[src/rtl/mem_arbiter.sv]
// Two-requester memory arbiter: instruction (I) and data (D) ports share one physical port.
// Define MEM_ARB_FAIR_EN to add a starvation counter that forces an I grant after STARVE_LIMIT D grants.
module mem_arbiter #(
  parameter int STARVE_LIMIT = 4
) (
  input  logic        clk,
  input  logic        reset_n,
  input  logic        i_mem_read,
  input  logic [15:0] i_mem_address,
  output logic [15:0] i_mem_rdata,
  output logic        i_mem_resp,
  input  logic        d_mem_read,
  input  logic        d_mem_write,
  input  logic [15:0] d_mem_address,
  input  logic [15:0] d_mem_wdata,
  input  logic [1:0]  d_mem_byte_enable,
  output logic [15:0] d_mem_rdata,
  output logic        d_mem_resp,
  output logic        pmem_read,
  output logic        pmem_write,
  output logic [15:0] pmem_address,
  output logic [15:0] pmem_wdata,
  output logic [1:0]  pmem_byte_enable,
  input  logic [15:0] pmem_rdata,
  input  logic        pmem_resp
);

  typedef enum logic [1:0] {IDLE, I_BUSY, D_BUSY} state_t;

  state_t      state_q, state_d;
  logic [15:0] txnAddr_q, txnAddr_d;
  logic [15:0] txnWdata_q, txnWdata_d;
  logic [1:0]  txnBe_q, txnBe_d;
  logic        txnWrite_q, txnWrite_d;
  logic        dReq, starved, grantI, grantD;

  if (STARVE_LIMIT < 1 || STARVE_LIMIT > 7) begin : gBadStarveLimit
    $error("STARVE_LIMIT must fit the 3-bit starve counter (1..7)");
  end

  assign dReq = d_mem_read | d_mem_write;

`ifdef MEM_ARB_FAIR_EN
  logic [2:0] starveCnt_q, starveCnt_d;

  assign starved = i_mem_read && (starveCnt_q == 3'(STARVE_LIMIT));

  // Counts D grants made while I was waiting; any I grant or idle I port clears it.
  always_comb begin
    starveCnt_d = starveCnt_q;
    if (state_q == IDLE) begin
      if (!i_mem_read || grantI) starveCnt_d = 3'd0;
      else if (grantD && starveCnt_q != 3'd7) starveCnt_d = starveCnt_q + 3'd1;
    end
  end

  always_ff @(posedge clk or negedge reset_n) begin
    if (!reset_n) starveCnt_q <= 3'd0;
    else          starveCnt_q <= starveCnt_d;
  end
`else
  assign starved = 1'b0;
`endif

  always_comb begin
    grantI = 1'b0;
    grantD = 1'b0;
    if (state_q == IDLE) begin
      if (starved)         grantI = 1'b1;
      else if (dReq)       grantD = 1'b1;
      else if (i_mem_read) grantI = 1'b1;
    end
  end

  always_comb begin
    state_d = state_q;
    unique case (state_q)
      IDLE:           if (grantD) state_d = D_BUSY;
                      else if (grantI) state_d = I_BUSY;
      I_BUSY, D_BUSY: if (pmem_resp) state_d = IDLE;
      default:        state_d = IDLE;
    endcase
  end

  // Transaction register is loaded only on the grant edge so later request changes cannot leak out.
  always_comb begin
    txnAddr_d  = txnAddr_q;
    txnWdata_d = txnWdata_q;
    txnBe_d    = txnBe_q;
    txnWrite_d = txnWrite_q;
    if (grantD) begin
      txnAddr_d  = d_mem_address;
      txnWdata_d = d_mem_wdata;
      txnBe_d    = d_mem_byte_enable;
      txnWrite_d = d_mem_write;
    end else if (grantI) begin
      txnAddr_d  = i_mem_address;
      txnWdata_d = 16'h0000;
      txnBe_d    = 2'b11;
      txnWrite_d = 1'b0;
    end
  end

  always_ff @(posedge clk or negedge reset_n) begin
    if (!reset_n) begin
      state_q    <= IDLE;
      txnAddr_q  <= 16'h0000;
      txnWdata_q <= 16'h0000;
      txnBe_q    <= 2'b00;
      txnWrite_q <= 1'b0;
    end else begin
      state_q    <= state_d;
      txnAddr_q  <= txnAddr_d;
      txnWdata_q <= txnWdata_d;
      txnBe_q    <= txnBe_d;
      txnWrite_q <= txnWrite_d;
    end
  end

  always_comb begin
    pmem_read        = (state_q != IDLE) && !txnWrite_q;
    pmem_write       = (state_q != IDLE) && txnWrite_q;
    pmem_address     = txnAddr_q;
    pmem_wdata       = txnWdata_q;
    pmem_byte_enable = txnBe_q;
    i_mem_resp       = (state_q == I_BUSY) && pmem_resp;
    d_mem_resp       = (state_q == D_BUSY) && pmem_resp;
  end

  assign i_mem_rdata = pmem_rdata;
  assign d_mem_rdata = pmem_rdata;

endmodule

[config.mk]
export PLATFORM = sky130hd
export DESIGN_NAME = mem_arbiter
export DESIGN_NICKNAME = d
export VERILOG_FILES = /design/src/rtl/mem_arbiter.sv
export SDC_FILE = /design/constraint.sdc
export NUM_CORES = 1
export LEC_CHECK = 0
export CAP_MARGIN = 10
export CORE_MARGIN = 2
export CORE_UTILIZATION = 36
export CTS_CLUSTER_DIAMETER = 30
export DETAILED_ROUTE_END_ITERATION = 8
export GPL_TIMING_DRIVEN = 0
export PLACE_DENSITY = 0.93
export SLEW_MARGIN = 5
export SYNTH_ARGS = -nofsm -noshare
export SYNTH_HDL_FRONTEND = slang
export SYNTH_SLANG_ARGS = --single-unit
[constraint.sdc]
create_clock -name clk -period 4.1 [get_ports clk]
set_clock_uncertainty 0.2 [all_clocks]
set_input_delay 0.82 -clock clk [delete_from_list [all_inputs] [get_ports clk]]
set_output_delay 0.82 -clock clk [all_outputs]
set_load 0.01 [all_outputs]
==> results by group <==
Placement
  – DP Area: roughly 0.0031 mm²
  – HPWL after detailed placement: between 4 and 5 mm
  – Gpl congestion: about 0.78
  – Pre-CTS setup slack: 1110 ps
  – Port-buffer cells: around 130

Min path
  – Hold Path Class: flip-flop to flip-flop

CTS
  – H-tree Lvls: 2
  – Clock root buffer: clkbuf_8
  – CTS sink cnt: 37
  – CTS tree: done
  – Clk slew on worst S/H paths: approximately 70 ps
  – Cts hold-fix bufs: 0
  – Clock buffer count from CTS: 5
  – Skew-Pair Late Insertion Delay: approximately 280 ps
  – Clk buf depth: 2
  – Count of cells resized by post-cts repair: 0
  – Post-CTS repair timing setup buffer count: 0

STA
  – Max_slew headroom: 0.455
  – Setup violators final: 0
  – Final min period: roughly 3000 ps
  – Period utilisation layout: 0.751
  – Final WS setup: ~1000 ps
  – Highest clock rate: roughly 320 MHz
  – Worst Max-Slew Pin Slew: 817 ps
  – Slew Viols, Final: 0
  – Total negative slack: 0 ps
  – Unrepaired setup endpoints after global routing: no
  – Fin. Hold Viols: 0

Worst setup path
  – Slowest CP cell: clkdlybuf4s50_1
  – Worst Setup Start Kind: flip-flop
  – Max stage delay on crit path: ~500 ps
  – CP Max Fanout: 10
  – CP endpoint kind: output port
  – Crit path arrival time: about 2000 ps
  – WP data required: between 3000 and 4000 ps
  – Cell breakdown of the critical path: inv_1, ha_1, buf_2, clkbuf_1, nor2_1, clkdlybuf4s50_1
  – WS Path Type: flip-flop to output port

Power
  – PD cells: 602 mW/mm²
  – Net Sw Power: roughly 680 µW
  – Leak pwr: 1.37 nW
  – Internal power contribution: around 1.2 mW
  – Clock share of power: 0.120
  – Comb pwr share: 0.547
  – Sw Share: 0.353
  – Power Total: between 1.5 and 2 mW
  – VDD IR max: approximately 0.00028 V
  – Register share of total power: 0.333

Synth
  – Gate Count Post-Synth: 169
  – Mapped Avg Cell Area: between 10 and 15 µm²
  – Mapped Area: around 0.0018 mm²
  – Post-Syn Nets: 244
  – Ys Warns: 0
  – Post-synthesis sequential area ratio: 0.518
  – Synth Register Bits: 37
  – Post-synth cell types: 21

Routing
  – Final ANT Viol Nets: 0
  – Via/cell ratio: between 4 and 5
  – Post-Route WL: 5.25 mm
  – Drt wl/cell: around 14 µm
  – DR pass1 iterations: 4
  – Post-route DRC: 0
  – Via count: between 1500 and 2000
  – DR iter-0 viols: 54

Finish
  – Share of layout cells above drive strength 1: 0.167
  – Design Area, Final: 0.00319 mm²
  – Fill count: around 390
  – Diodes inserted: 0
  – P&R area growth vs syn: 78.6%
  – Layout net count: 376

Floorplanning
  – Site Rows: 25
  – Die Width: between 70 and 80 µm
  – Die height: around 74 µm
  – Top Ports: about 140
  – Core area: roughly 0.0048 mm²
  – Starting Density: 0.376
  – Die ar.: between 0.005 and 0.006 mm²

Global routing
  – Grt total ovfl: 0
  – All-Layer GR Usage: 0.190
  – First-pass GRT wire length: about 8.0 mm
  – Number of global-route vias before repair: roughly 1800
  – Antenna violations before repair: 0
  – Largest net degree at the start of global routing: 38

Run status
  – Status: finished, final reports clean

Flow run
  – Max-Cap Viols: 0
[placed cells by master (no fill, tap or decap), drive strengths merged]
cell type and instances:
a21oi 19, a22o 17, and2 2, buf 41
clkbuf 8, clkdlybuf4s50 124, clkinv 1, dfrtp 37
ha 3, inv 3, nand2b 1, nor2 18
nor2b 3, o21ai 1, o22a 2, o22ai 17
o31a 1, o31ai 1, or3b 1
[worst max-delay path: cells and delay by family (launching register included)]
kind	cells	cell delay, ps
adder cells (fa/ha/maj)	1	150
buffers and inverters	4	1150
flip-flops	1	390
AND/OR/NAND/NOR	1	90
[logic make-up (layout without fill, tap and decap cells)]
logic type,after synthesis,after routing,share of synthesized area
simple gates,25,25,0.0651
fa+ha+maj,3,3,0.0210
buf+inv,46,177,0.175
flops,37,37,0.518
compound gates,58,58,0.221
[sequential cells by signal, indices dropped and copies added (netlist names)]
register and cells:
pmem_wdata 16, pmem_address 16, txnWrite_q 1, state_q 2
pmem_byte_enable 2
[path summary, 6_finish.rpt]
check                                    from               end  slack, ps  cells past startpoint
worst max-delay path               state_q[0]         pmem_read       1020                      6
max in group asynchronous             reset_n    pmem_wdata[14]       2760                      1
min in group asynchronous             reset_n        state_q[0]        430                      1
worst max register to register     state_q[0]  pmem_address[13]       2230                      8
worst min-delay path            pmem_wdata[2]     pmem_wdata[2]        300                      1
worst min register to register  pmem_wdata[2]     pmem_wdata[2]        300                      1
[synth_stat cells, drive strengths merged]
cell | count | area share
o31ai | 1 | 0.0070
a21oi | 19 | 0.053
and2 | 2 | 0.0070
nor2b | 3 | 0.011
ha | 3 | 0.021
inv | 3 | 0.0063
o22a | 2 | 0.0098
o22ai | 17 | 0.060
clkbuf | 3 | 0.0070
o31a | 1 | 0.0049
dfrtp | 37 | 0.52
nand2b | 1 | 0.0035
nor2 | 18 | 0.039
buf | 40 | 0.16
or3b | 1 | 0.0049
a22o | 17 | 0.083
o21ai | 1 | 0.0028
[per-stage QoR]
stage | std cells | utilization | hold WS, ps
2_1_floorplan | 169 | - | 281
3_3_place_gp | 361 | 0.657 | 288
3_5_place_dp | 361 | 0.656 | 290
4_1_cts | 367 | 0.671 | 310
5_1_grt | 367 | 0.671 | 317
6_report | 367 | 0.671 | 303
[power by group through the flow]
| stage | clock (mW) | sequential, mW | combinational [mW] |
|---|---|---|---|
| global placement | 0 | 0.635 | 1.03 |
| finish | 0.231 | 0.638 | 1.05 |
| detailed placement | 0 | 0.646 | 1.06 |
| floorplan | 0 | 0.713 | 0.422 |
| CTS | 0.238 | 0.640 | 1.06 |
| global route | 0.252 | 0.660 | 1.15 |
[final cells by class]
| type | count | area [µm²] | share of cell area |
|---|---|---|---|
| Clock buffer | 5 | 68.8 | 0.0216 |
| Buffer | 43 | 302 | 0.0945 |
| Tap cell | 67 | 83.8 | 0.0263 |
| Inverter | 3 | 11.3 | 0.00353 |
| Sequential cell | 37 | 926 | 0.290 |
| Multi-Input combinational cell | 86 | 548 | 0.172 |
| Timing Repair Buffer | 125 | 1250 | 0.391 |
| Clock inverter | 1 | 5.00 | 0.00157 |
[per-layer routing]
| layer | wire [µm] | GRT usage | share of wire | vias up |
|---|---|---|---|---|
| met5 | 0 | 0 | 0 | - |
| met4 | 38 | 0.0655 | 0.0072 | 0 |
| met3 | 414 | 0.0637 | 0.079 | 6 |
| met2 | 2800 | 0.344 | 0.53 | 89 |
| met1 | 2000 | 0.208 | 0.38 | 811 |
| li1 | - | - | - | 826 |
(Power assumes the default switching activity.)
